File: src/rtl/spi_pkg.sv
// Shared SPI master types: FSM state encoding and the four SPI modes.
package spi_pkg;

    typedef enum logic [2:0] {
        ST_IDLE,
        ST_LEAD,
        ST_XFER,
        ST_TRAIL,
        ST_HOLD
    } state_t;

    // Modes packed as {cpol, cpha}
    localparam logic [1:0] MODE0 = 2'b00;
    localparam logic [1:0] MODE1 = 2'b01;
    localparam logic [1:0] MODE2 = 2'b10;
    localparam logic [1:0] MODE3 = 2'b11;

endpackage

File: src/rtl/spi_clkgen.sv
// Half-period tick generator: one tick every max(div,1) clk cycles while enabled.
module spi_clkgen #(
    parameter int DIV_W = 8
) (
    input  logic             clk,
    input  logic             reset,
    input  logic             en,
    input  logic [DIV_W-1:0] div,
    output logic             tick
);

    logic [DIV_W-1:0] cnt_reg;
    logic [DIV_W-1:0] last_cnt;

    // A divider of 0 behaves like 1, so the terminal count never underflows.
    assign last_cnt = (div == '0) ? '0 : div - DIV_W'(1);
    assign tick     = en && (cnt_reg == last_cnt);

    always_ff @(posedge clk) begin
        if (!reset) begin
            cnt_reg <= '0;
        end else if (!en || tick) begin
            cnt_reg <= '0;
        end else begin
            cnt_reg <= cnt_reg + DIV_W'(1);
        end
    end

endmodule

File: src/rtl/spi_master.sv
// SPI master, all four modes, runtime divider, optional chip-select hold for multi-word frames.
module spi_master
    import spi_pkg::*;
#(
    parameter int DATA_W = 8,
    parameter int DIV_W  = 8
) (
    input  logic              clk,
    input  logic              reset,
    input  logic              start,
    input  logic [DATA_W-1:0] tx_data,
    input  logic              cpol,
    input  logic              cpha,
    input  logic [DIV_W-1:0]  div,
    input  logic              hold_cs,
    output logic              busy,
    output logic              done,
    output logic [DATA_W-1:0] rx_data,
    output logic              sclk,
    output logic              mosi,
    output logic              cs_n,
    input  logic              miso
);

    localparam int EDGE_W = $clog2(2 * DATA_W);
    localparam logic [EDGE_W-1:0] LAST_EDGE = EDGE_W'(2 * DATA_W - 1);

    state_t state_reg, state_next;

    logic              cpol_reg, cpha_reg, hold_reg;
    logic [DIV_W-1:0]  div_reg;
    logic [DATA_W-1:0] tx_sh_reg, rx_sh_reg, rx_data_reg;
    logic [EDGE_W-1:0] edge_cnt_reg;
    logic              sclk_reg, sclk_next;
    logic              cs_n_reg, cs_n_next;
    logic              busy_reg, busy_next;
    logic              done_reg, done_next;

    logic accept, tick, run, leading, last_edge, do_sample, do_shift;

    assign accept    = start && !busy_reg && (state_reg == ST_IDLE || state_reg == ST_HOLD);
    assign run       = (state_reg == ST_LEAD) || (state_reg == ST_XFER) || (state_reg == ST_TRAIL);
    assign leading   = ~edge_cnt_reg[0];
    assign last_edge = (edge_cnt_reg == LAST_EDGE);
    assign do_sample = leading ^ cpha_reg;
    // With cpha=1 the MSB is already on mosi, so the first leading edge only "presents" it.
    assign do_shift  = cpha_reg ? (leading && (edge_cnt_reg != '0)) : !leading;

    spi_clkgen #(
        .DIV_W (DIV_W)
    ) u_clkgen (
        .clk   (clk),
        .reset (reset),
        .en    (run),
        .div   (div_reg),
        .tick  (tick)
    );

    always_ff @(posedge clk) begin
        if (!reset) begin
            state_reg <= ST_IDLE;
        end else begin
            state_reg <= state_next;
        end
    end

    always_comb begin
        state_next = state_reg;
        case (state_reg)
            ST_IDLE:  if (accept) state_next = ST_LEAD;
            ST_LEAD:  if (tick) state_next = ST_XFER;
            ST_XFER:  if (tick && last_edge) state_next = ST_TRAIL;
            ST_TRAIL: if (tick) state_next = hold_reg ? ST_HOLD : ST_IDLE;
            ST_HOLD: begin
                if (accept) begin
                    state_next = ST_XFER;
                end else if (!busy_reg && !hold_cs) begin
                    state_next = ST_IDLE;
                end
            end
            default:  state_next = ST_IDLE;
        endcase
    end

    always_comb begin
        cs_n_next = (state_next == ST_IDLE);
        done_next = (state_reg == ST_TRAIL) && tick;
        busy_next = accept || (busy_reg && !done_reg);
        sclk_next = sclk_reg;
        if (state_reg == ST_IDLE) begin
            sclk_next = accept ? cpol : cpol_reg;
        end else if (state_reg == ST_XFER && tick) begin
            sclk_next = ~sclk_reg;
        end
    end

    always_ff @(posedge clk) begin
        if (!reset) begin
            cpol_reg     <= 1'b0;
            cpha_reg     <= 1'b0;
            hold_reg     <= 1'b0;
            div_reg      <= '0;
            tx_sh_reg    <= '0;
            rx_sh_reg    <= '0;
            rx_data_reg  <= '0;
            edge_cnt_reg <= '0;
            sclk_reg     <= 1'b0;
            cs_n_reg     <= 1'b1;
            busy_reg     <= 1'b0;
            done_reg     <= 1'b0;
        end else begin
            sclk_reg <= sclk_next;
            cs_n_reg <= cs_n_next;
            busy_reg <= busy_next;
            done_reg <= done_next;
            if (accept) begin
                tx_sh_reg    <= tx_data;
                hold_reg     <= hold_cs;
                div_reg      <= div;
                edge_cnt_reg <= '0;
                if (state_reg == ST_IDLE) begin
                    cpol_reg <= cpol;
                    cpha_reg <= cpha;
                end
            end else if (state_reg == ST_XFER && tick) begin
                edge_cnt_reg <= edge_cnt_reg + 1'b1;
                if (do_sample) begin
                    rx_sh_reg <= {rx_sh_reg[DATA_W-2:0], miso};
                end
                if (do_shift) begin
                    tx_sh_reg <= {tx_sh_reg[DATA_W-2:0], 1'b0};
                end
            end
            if (done_next) begin
                rx_data_reg <= rx_sh_reg;
            end
        end
    end

    assign busy    = busy_reg;
    assign done    = done_reg;
    assign rx_data = rx_data_reg;
    assign sclk    = sclk_reg;
    assign mosi    = tx_sh_reg[DATA_W-1];
    assign cs_n    = cs_n_reg;

endmodule

File: config.mk
export PLATFORM = sky130hd
export DESIGN_NAME = spi_master
export DESIGN_NICKNAME = d
export VERILOG_FILES = /design/src/rtl/spi_pkg.sv /design/src/rtl/spi_clkgen.sv /design/src/rtl/spi_master.sv
export SDC_FILE = /design/constraint.sdc
export NUM_CORES = 1
export LEC_CHECK = 0
export BUFFER_PORTS_ARGS = -buffer_cell sky130_fd_sc_hd__buf_2
export CAP_MARGIN = 20
export CELL_PAD_IN_SITES_DETAIL_PLACEMENT = 1
export CELL_PAD_IN_SITES_GLOBAL_PLACEMENT = 1
export CORE_ASPECT_RATIO = 1.2
export CORE_MARGIN = 10
export CORE_UTILIZATION = 35
export DETAILED_ROUTE_END_ITERATION = 8
export PLACE_DENSITY = 0.75
export SYNTH_ARGS = -nofsm -noshare
export SYNTH_HDL_FRONTEND = slang
export SYNTH_SLANG_ARGS = --single-unit
File: constraint.sdc
create_clock -name clk -period 2.7 [get_ports clk]
set_input_delay 0 -clock clk [delete_from_list [all_inputs] [get_ports clk]]
set_output_delay 0 -clock clk [all_outputs]
set_load 0.05 [all_outputs]
==> key figures, run 1 <==
Synthesis
  • Syn Area/Cell: 8.441 um2
  • Synthesized flop and latch total: 54
  • Syn Nets: 370
  • Sequential share of the synthesized area: 37.34%
  • Largest cells by area after synthesis: dfxtp_1 (37%), nand2_1 (6.2%), a21oi_1 (4.7%)
  • Synth area leader: dfxtp_1
  • Yosys warning count: 0
  • Post-synth EDFFs: 0
  • Top-area cell type share of the netlist area: 37.34%
  • Ys async rst share: 0%
  • Netlist cell types: 62
  • Prevailing post-synth register cell: dfxtp_1
  • Post-Syn Instances: 343
  • Synthesized area: 2895 um2

Setup path
  • Worst path bufs/invs: 3
  • CP top delay family: simple AND/OR/NAND/NOR gates
  • CP max stage cell: or4_1
  • Required time worst endpoint: 2900 ps
  • Max stage delay on crit path: 540 ps
  • CP Launch Type: flip-flop
  • Cell mode on critical path: buf_4
  • Worst Path Max Fanout: 8
  • Worst Reg2Reg Path Length in Cells: 9
  • Critical-path cell list: buf_4, or4_1, and2_2, a2111oi_4, nand4_1, buf_6, buf_4, o21ai_0, a21oi_2
  • CP Capture Type: flip-flop
  • Worst EP arrival: 2790 ps
  • Flop2flop setup slack: 110 ps
  • Worst flop-to-flop path endpoint: rx_sh_reg[0]
  • Worst reg2reg path startpoint: div_reg[0]
  • WS Path Type: flip-flop to flip-flop

STA
  • Fin crit period: 2586 ps
  • Rel. slew slack: 63.14%
  • Pins Over Slew Limit: 0
  • Final setup violation count: 0
  • Worst Skew: 5.491 ps
  • Fmax achieved: 386.7 MHz
  • RSZ-0062 raised after global routing: true
  • Final Hold Vio Count: 0
  • Crit share post-route: 95.78%
  • Worst-margin pin slew: 551.8 ps

Power and ir drop
  • Total internal power: 1758 uW
  • VDD IR-drop max: 0.3685 mV
  • Register share of total power: 35.3%
  • PwrDens: 780.1 nW/um2
  • Combinational share of power: 41.1%
  • Clk network pwr share: 23.6%
  • Sw Ratio: 37.54%
  • Leak: 0.001416 uW
  • Switching Power: 1056 uW

Floorplanning
  • Starting density of the core: 35.71%
  • Die area: 12320 um2
  • I/O pins: 36
  • Num rows: 36
  • Die Ht: 119.6 um
  • Core Footprint: 8108 um2
  • Die Width: 103.0 um

Cells and area
  • NumNets Final: 432
  • Util after Layout: 44.49%
  • Area Overhead vs Synth: 24.59%
  • N_diodes: 0
  • Post-Layout Cell Count: 501
  • Share of cells above drive strength 1: 24.38%

Placed design
  • Port bufs: 35
  • Dpl cells: 473
  • Final GP Congestion: 0.8504
  • DP Wirelength: 5.858 mm

Clock tree
  • Clk_lat worst skew: 310 ps
  • TritonCTS sink count: 54
  • TritonCTS buffer count: 5
  • Postcts setup bufs: 0
  • Clock root buffer: clkbuf_8
  • CTS tree: built
  • Worst-path clk slew: 100 ps
  • H-Tree Depth: 2
  • Max clock buf depth: 2

Global route
  • Largest net degree at the start of global routing: 30
  • Initial antenna violation count: 0
  • GRT Util Overall: 13.48%
  • Vias in the first global route: 2923
  • Global route overflow: 0
  • First-pass GRT wire length: 13.92 mm
  • Met2 usage: 25.09%
  • Gr busiest metal: met2
  • Grt met1 use: 15.58%
  • GR Util met3: 1.952%

Min path
  • Worst Hold End: sclk
  • Hold path cells: 3
  • Hold path start: reset
  • Worst min path class: primary input to flip-flop

Routing
  • WL final: 8.064 mm
  • Initial drt markers: 75
  • WL/cell: 16.10 um
  • DRT antenna net count: 0
  • Via density: 5.433
  • Via Count: 2722
  • DRC Markers: 0
  • Router iterations before antenna repair: 4

Outcome
  • Outcome: completed

Flow run
  • MaxCap Viol Count: 0
tightest hold or removal path, stage by stage:
cell      delay (ps)
buf_2            160
o311ai_0         100
nor2_1            40
layout by cell type (no fill, tap or decap), drive strengths merged, types with 3 or more instances in the layout:
master       synthesis  layout
nor3                13      13
nand4                5       5
nand3b               3       3
xor2                 5       5
xnor2                6       6
dfxtp               54      54
and4                 3       3
ha                   4       4
nand3               15      15
a311oi              10      10
and2                 3       3
nor4                 4       4
inv                 12      12
o21ai               17      17
nor2b                4       4
mux2i                8       8
nand2               48      48
nor2                28      28
clkbuf              17       6
dlygate4sd3          0      20
a2111oi              3       3
a211oi               4       4
or3                  3       3
a21oi               27      27
buf                  6      59
nor3b                4       4
and3                 7       7
synthesized netlist by cell type (all sizes together), types with 6 or more instances:
library cell  instances
nor2                 28
nand2                48
mux2i                 8
dfxtp                54
xnor2                 6
o21ai                17
clkbuf               17
and3                  7
buf                   6
nand3                15
a311oi               10
inv                  12
nor3                 13
a21oi                27
metal layers:
metal / vias to the layer above / part of all wire, %
met5: - / 0
met4: 0 / 1.2
met3: 8 / 1.9
met2: 33 / 56
met1: 1329 / 41
li1: 1352 / -
power groups by stage:
stage	clock network, uW	logic [uW]	registers (uW)
5_1_grt	709	1280	1010
3_5_place_dp	0	1090	1010
6_report	665	1160	994
2_1_floorplan	0	756	1030
4_1_cts	678	1130	992
3_3_place_gp	0	1060	1010
worst max path at each step:
stage | startpoint | endpoint | cells past startpoint
after floorplan | div_reg[0] | u_clkgen.cnt_reg[3] | 10
after global placement | div_reg[0] | u_clkgen.cnt_reg[2] | 10
after detailed placement | div_reg[0] | u_clkgen.cnt_reg[7] | 10
after CTS | div_reg[0] | u_clkgen.cnt_reg[7] | 10
after global routing | div_reg[0] | tx_sh_reg[4] | 11
final | div_reg[0] | rx_sh_reg[0] | 9
kinds of logic (layout without fill, tap and decap cells):
logic type,after synthesis,in the layout,share of synthesized area (%)
AOI/OAI and AO/OA,79,79,19.14
xor gates and xnor gates,11,11,3.327
adders and majority gates,4,4,1.729
buffers and inverters,36,99,7.476
DFF,54,54,37.34
muxes,8,8,2.766
and+or+nand+nor,151,151,28.22
stage by stage:
stage               setup TNS, ps  total power (uW)  instance area [um2]  hold slack, ps  setup WS [ps]
finish                          0              2814                 3607           31.35          113.9
global route               -341.0              2995                 3607           47.00         -47.28
CTS                             0              2803                 3562           22.16          34.53
detailed placement         -30.87              2101                 3207           252.1         -16.47
global placement                0              2065                 3207           244.5          77.93
floorplan                       0              1786                 2895           109.1          122.0
cell type report:
class | count | area, um2
timing repair buffer | 79 | 563.0
multi-input combinational | 253 | 1657
clock inverter | 2 | 60.06
fill | 993 | 4501
clock buffer | 6 | 82.58
inverter | 12 | 45.04
sequential | 54 | 1081
tap | 95 | 118.9
timing repair:
action	in CTS	in global routing
resized for setup	2	13
cloned	0	0
hold buffers	20	0
setup endpoints to repair	10	27
endpoints found under the hold margin	20	0
pin swaps	0	7
(Power assumes the default switching activity.)
==> run 2, diff against run 1 <==
--- a/config.mk
+++ b/config.mk
@@ -14,6 +14,7 @@
 export CORE_UTILIZATION = 35
 export DETAILED_ROUTE_END_ITERATION = 8
 export PLACE_DENSITY = 0.75
+export RECOVER_POWER = 100
 export SYNTH_ARGS = -nofsm -noshare
 export SYNTH_HDL_FRONTEND = slang
 export SYNTH_SLANG_ARGS = --single-unit
==> run 2 against run 1 <==
Against the previous run:
- cell count unchanged
- count of clock-buffer cells in the layout unchanged
- cell area decreased by 0.55%
- non-clock buffer count unchanged
- sequential power about the same
- flip-flop and latch count unchanged
- utilization decreased by 0.25 points
- power decreased by 0.27%
- sequential share of layout area increased by 0.17 points
- critical path type unchanged
- largest cell class unchanged
- highest routed layer unchanged
==> key figures, run 2 (same netlist as run 1, synthesis figures left out) <==
Min path
  • Worst Hold End: sclk
  • Hold path start: reset
  • Hold path cells: 3
  • Worst min path class: primary input to flip-flop

Outcome
  • Outcome: completed

Floorplanning
  • Die area: 12320 um2
  • Die Ht: 119.6 um
  • Starting density of the core: 35.71%
  • Num rows: 36
  • Die Width: 103.0 um
  • Core Footprint: 8108 um2
  • I/O pins: 36

Global route
  • Vias in the first global route: 2923
  • Global route overflow: 0
  • First-pass GRT wire length: 13.92 mm
  • GRT Util Overall: 13.48%
  • Largest net degree at the start of global routing: 30
  • Initial antenna violation count: 0

STA
  • Crit share post-route: 95.56%
  • Fin crit period: 2580 ps
  • Final Hold Vio Count: 0
  • Fmax achieved: 387.6 MHz
  • Rel. slew slack: 58.65%
  • Post-route setup slack: 119.7 ps
  • Pins Over Slew Limit: 0
  • RSZ-0062 raised after global routing: true
  • Worst-margin pin slew: 622.9 ps
  • Worst Skew: 6.545 ps
  • Hold slack: 31.31 ps
  • Final setup violation count: 0

Routing
  • Initial drt markers: 70
  • WL final: 8.074 mm
  • Router iterations before antenna repair: 4
  • Via Count: 2715
  • DRC Markers: 0
  • DRT antenna net count: 0
  • WL/cell: 16.12 um
  • Via density: 5.419

Setup path
  • Worst path bufs/invs: 2
  • CP top delay family: simple AND/OR/NAND/NOR gates
  • CP max stage cell: or4_1
  • CP Depth: 8
  • Critical-path cell list: buf_4, or4_1, and2_2, a2111oi_4, nand4_1, buf_6, or3_1, a21oi_2
  • Worst Reg2Reg Path Length in Cells: 8
  • CP Capture Type: flip-flop
  • CP Launch Type: flip-flop
  • Flop2flop setup slack: 120 ps
  • Worst EP arrival: 2830 ps
  • WS Path Type: flip-flop to flip-flop
  • Worst flop-to-flop path endpoint: edge_cnt_reg[3]
  • Required time worst endpoint: 2950 ps
  • Max stage delay on crit path: 540 ps
  • Worst reg2reg path startpoint: div_reg[0]
  • Worst Path Max Fanout: 7

Placed design
  • Port bufs: 35
  • DP Wirelength: 5.858 mm
  • Final GP Congestion: 0.8504
  • Dpl cells: 473
  • Dpl ws: -16.47 ps

Power and ir drop
  • Register share of total power: 35.4%
  • Switching Power: 1058 uW
  • PwrDens: 782.3 nW/um2
  • Total Power: 2806 uW
  • Leak: 0.001360 uW
  • VDD IR-drop max: 0.3680 mV
  • Total internal power: 1748 uW
  • Combinational share of power: 40.8%
  • Sw Ratio: 37.71%
  • Clk network pwr share: 23.8%

Cells and area
  • Most frequent cells in the layout: dfxtp_1 (54), nand2_1 (48), a21oi_1 (24)
  • Commonest non-fill, non-tap cell in the layout: dfxtp_1
  • N_diodes: 0
  • Area Overhead vs Synth: 23.90%
  • Util after Layout: 44.24%
  • NumNets Final: 432
  • Share of cells above drive strength 1: 20.94%
  • Post-Layout Cell Count: 501

Clock tree
  • CTS tree: built
  • H-Tree Depth: 2
  • TritonCTS sink count: 54
  • Max clock buf depth: 2
  • TritonCTS buffer count: 5
  • Worst-path clk slew: 100 ps
  • Clk_lat worst skew: 310 ps
  • Postcts setup bufs: 0
  • Clock root buffer: clkbuf_8

Flow run
  • MaxCap Viol Count: 0
-- run 2: cell count changes in the layout (fill, tap and decap cells not counted), sizes merged --
cell and change:
buf -14, clkbuf +14
-- run 2: worst max-delay path by stage --
stage	start	end	slack, ps
CTS	div_reg[0]	u_clkgen.cnt_reg[7]	30
detailed placement	div_reg[0]	u_clkgen.cnt_reg[7]	-20
floorplan	div_reg[0]	u_clkgen.cnt_reg[3]	120
global placement	div_reg[0]	u_clkgen.cnt_reg[2]	80
global route	div_reg[0]	tx_sh_reg[4]	-50
finish	div_reg[0]	edge_cnt_reg[3]	120
-- run 2: through the flow --
| step | TNS, ps | instance area, um2 |
|---|---|---|
| 2_1_floorplan | 0 | 2895 |
| 3_3_place_gp | 0 | 3207 |
| 3_5_place_dp | -30.87 | 3207 |
| 4_1_cts | 0 | 3562 |
| 5_1_grt | -341.0 | 3587 |
| 6_report | 0 | 3587 |
-- run 2: metal layers --
metal	track usage, %	vias to the layer above	share of wire, %
met1	15.58	1323	41
met5	0	-	0
li1	-	1353	-
met2	25.09	31	56
met4	2.875	0	1.2
met3	1.952	8	1.9
-- run 2: timing repair --
action	in CTS	in global routing
cloned	0	0
endpoints found under the setup margin	10	27
hold buffers	20	0
pin swaps	0	7
gates resized for setup	2	13
hold endpoints to repair	20	0
-- run 2: area by class of cell --
type	instances	area (um2)
sequential	54	1081
fill	998	4521
multi-input combinational	253	1657
inverter	12	45.04
clock buffer	6	82.58
tap	95	118.9
timing repair buffer	79	543.0
clock inverter	2	60.06
-- run 2: tightest hold or removal path: stages --
cell and delay, ps:
buf_2 160, o311ai_0 100, nor2_1 40
-- run 2: power by group through the flow --
| stage | clock network (uW) | logic [uW] | registers, uW |
|---|---|---|---|
| after floorplan | 0 | 756 | 1030 |
| after global placement | 0 | 1060 | 1010 |
| after detailed placement | 0 | 1090 | 1010 |
| after CTS | 678 | 1130 | 992 |
| after global routing | 709 | 1270 | 1010 |
| final | 667 | 1150 | 994 |
==> run 3, diff against run 2 <==
--- a/config.mk
+++ b/config.mk
@@ -15,6 +15,8 @@
 export DETAILED_ROUTE_END_ITERATION = 8
 export PLACE_DENSITY = 0.75
 export RECOVER_POWER = 100
+export SKIP_LAST_GASP = 1
 export SYNTH_ARGS = -nofsm -noshare
 export SYNTH_HDL_FRONTEND = slang
+export SYNTH_HIERARCHICAL = 1
 export SYNTH_SLANG_ARGS = --single-unit
==> run 3 against run 2 <==
Against the previous run:
- the run now ends with hold timing, setup timing left
- sequential share of layout area is 0.74 points lower
- count of clock-buffer cells in the layout down 1
- clock skew increased by 2.4 ps
- worst setup slack worse by 490 ps
- synthesized cell count is 7.3% lower
- critical endpoint is now cs_n
- largest cell class unchanged
- largest power group is now sequential cells
==> key figures, run 3 <==
Floorplanning
  • Core Footprint: 7360 um2
  • Die Ht: 115.8 um
  • Starting density of the core: 36.38%
  • Die Width: 99.85 um
  • I/O pins: 36
  • Die area: 11560 um2
  • Num rows: 34

Outcome
  • Violated checks: hold timing, setup timing
  • Outcome: finished with violations

STA
  • Final setup violation count: 34
  • Worst Skew: 8.940 ps
  • Pins Over Slew Limit: 0
  • Setup TNS: -9280 ps
  • Post-route setup slack: -365.4 ps
  • Worst-margin pin slew: 753.3 ps
  • Hold slack: -10.22 ps
  • Rel. slew slack: 49.53%
  • RSZ-0062 raised after global routing: true
  • Final Hold Vio Count: 1
  • Fin crit period: 3065 ps
  • Crit share post-route: 113.5%
  • Fmax achieved: 326.2 MHz

Cells and area
  • FILL cells: 860
  • NumNets Final: 420
  • Multi-input logic area: 1718 um2
  • Register area: 1085 um2
  • Post-route cell area: 3690 um2
  • Util after Layout: 50.14%
  • Area Overhead vs Synth: 37.80%
  • Share of cells above drive strength 1: 29.19%
  • N_diodes: 0
  • Most frequent cells in the layout: nand2_1 (52), dfxtp_1 (51), buf_4 (27)
  • Commonest non-fill, non-tap cell in the layout: nand2_1

Setup path
  • Worst EP arrival: 3270 ps
  • CP Capture Type: flip-flop
  • CP Launch Type: flip-flop
  • Required time worst endpoint: 2910 ps
  • Worst Path Max Fanout: 5
  • WS Path Type: flip-flop to flip-flop

Placed design
  • DP Wirelength: 5.277 mm
  • Dpl cell area: 3206 um2
  • Final GP Congestion: 0.7962
  • Port bufs: 35

Clock tree
  • Worst-path clk slew: 100 ps
  • Max clock buf depth: 2
  • CTS tree: built
  • H-Tree Depth: 2
  • Clock root buffer: clkbuf_8
  • TritonCTS sink count: 54
  • Clk_lat worst skew: 310 ps
  • TritonCTS buffer count: 5

Routing
  • Via density: 5.190
  • WL final: 7.756 mm
  • Router iterations before antenna repair: 4
  • DRC Markers: 0
  • DRT antenna net count: 0
  • Via Count: 2512
  • WL/cell: 16.02 um
  • Initial drt markers: 85

Synthesis
  • Ys async rst share: 0%
  • Netlist cell types: 51
  • Post-synth EDFFs: 0
  • Top-area cell type share of the netlist area: 40.37%
  • Sequential share of the synthesized area: 40.37%
  • Synth area leader: dfxtp_1
  • Count leader, synth: nand2_1
  • Synth top cells by count: nand2_1 (64), dfxtp_1 (54), a21boi_0 (27)
  • Syn Nets: 345
  • Largest cells by area after synthesis: dfxtp_1 (40%), nand2_1 (9.0%), a21boi_0 (7.6%)
  • Synthesized area: 2678 um2
  • Prevailing post-synth register cell: dfxtp_1
  • Yosys warning count: 6
  • Syn Area/Cell: 8.420 um2
  • Synthesized flop and latch total: 54
  • Post-Syn Instances: 318

Global route
  • Vias in the first global route: 2737
  • First-pass GRT wire length: 13.08 mm
  • Global route overflow: 0
  • Initial antenna violation count: 0
  • Largest net degree at the start of global routing: 43
  • GRT Util Overall: 13.44%

Min path
  • Worst min path class: primary input to flip-flop

Power and ir drop
  • PwrDens: 544.9 nW/um2
  • VDD IR-drop max: 0.2722 mV
  • Total Power: 2011 uW
  • Leak: 0.001466 uW

Flow run
  • MaxCap Viol Count: 0
==> run 3: cell types whose count changed after synthesis, moves of 4 or more <==
cell	change
clkbuf_8	-4
nor2_1	-4
a21oi_1	-10
o21ai_1	-9
nand2_1	+16
o21ai_0	+4
nor2_2	-7
nand2b_1	+5
nor3b_1	-4
a21boi_0	+27
a311oi_1	-9
inv_1	-6
nor3_1	-5
==> run 3: timing repair <==
item,in CTS,in global routing
setup endpoints to repair,34,34
hold buffers,18,0
setup buffers,2,1
pin swaps,14,9
resized for setup,34,19
cloned,1,0
hold endpoints to repair,18,0
==> run 3: per-stage QoR <==
stage	instances	setup WS, ps
3_5_place_dp	454	-465.3
4_1_cts	483	-342.6
3_3_place_gp	454	-345.5
6_report	484	-365.4
2_1_floorplan	318	-556.3
5_1_grt	484	-522.4
==> run 3: logic make-up (layout without fill, tap and decap cells) <==
group | after synthesis | after routing | share of synthesized area [%]
AOI/OAI and AO/OA | 72 | 72 | 18.79
xor gates and xnor gates | 15 | 15 | 5.187
adders and majority gates | 4 | 4 | 1.869
buffers and inverters | 24 | 100 | 4.159
DFF | 54 | 54 | 40.37
muxes | 8 | 8 | 2.991
and+or+nand+nor | 141 | 141 | 26.64
==> run 3: path summary, 6_finish.rpt <==
check,start,endpoint,slack [ps],cells after the start
worst min register to register,rx_data[2],rx_data[2],460,2
worst max register to register,div_reg[3],cs_n,-370,12
worst min-delay path,tx_data[6],tx_sh_reg[6],-10,3
worst max-delay path,div_reg[3],cs_n,-370,12
==> run 3: where the power goes <==
part | switching (uW) | total (uW) | internal (uW)
Clock | 278 | 554 | 276
Combinational | 296 | 565 | 269
Sequential | 45.3 | 891 | 846
==> run 3: critical path: stages, from the launching register on <==
cell and delay [ps]:
dfxtp_2 330, or4_4 540, or3_4 370, or3_4 350, o311ai_4 70, o2111a_1 250
and2_4 180, buf_12 110, nor4bb_4 210, buf_4 210, nand4_1 120, a21oi_2 160
nor3_1 60
==> run 3: metal layers <==
metal / vias to the layer above / wire length [um] / GRT usage, %
met3: 11 / 113 / 1.965
li1: 1251 / - / -
met2: 20 / 4410 / 26.00
met4: 0 / 106 / 4.211
met5: - / 0 / 0
met1: 1230 / 3125 / 14.49
==> run 3: layout make-up <==
type | count | area share [%]
repair buffers | 86 | 17.29
clock inverters | 3 | 1.221
inverters | 6 | 0.6104
flip-flops and latches | 54 | 29.40
clock buffers | 5 | 1.865
multi-input cells | 240 | 46.56
well taps | 90 | 3.052
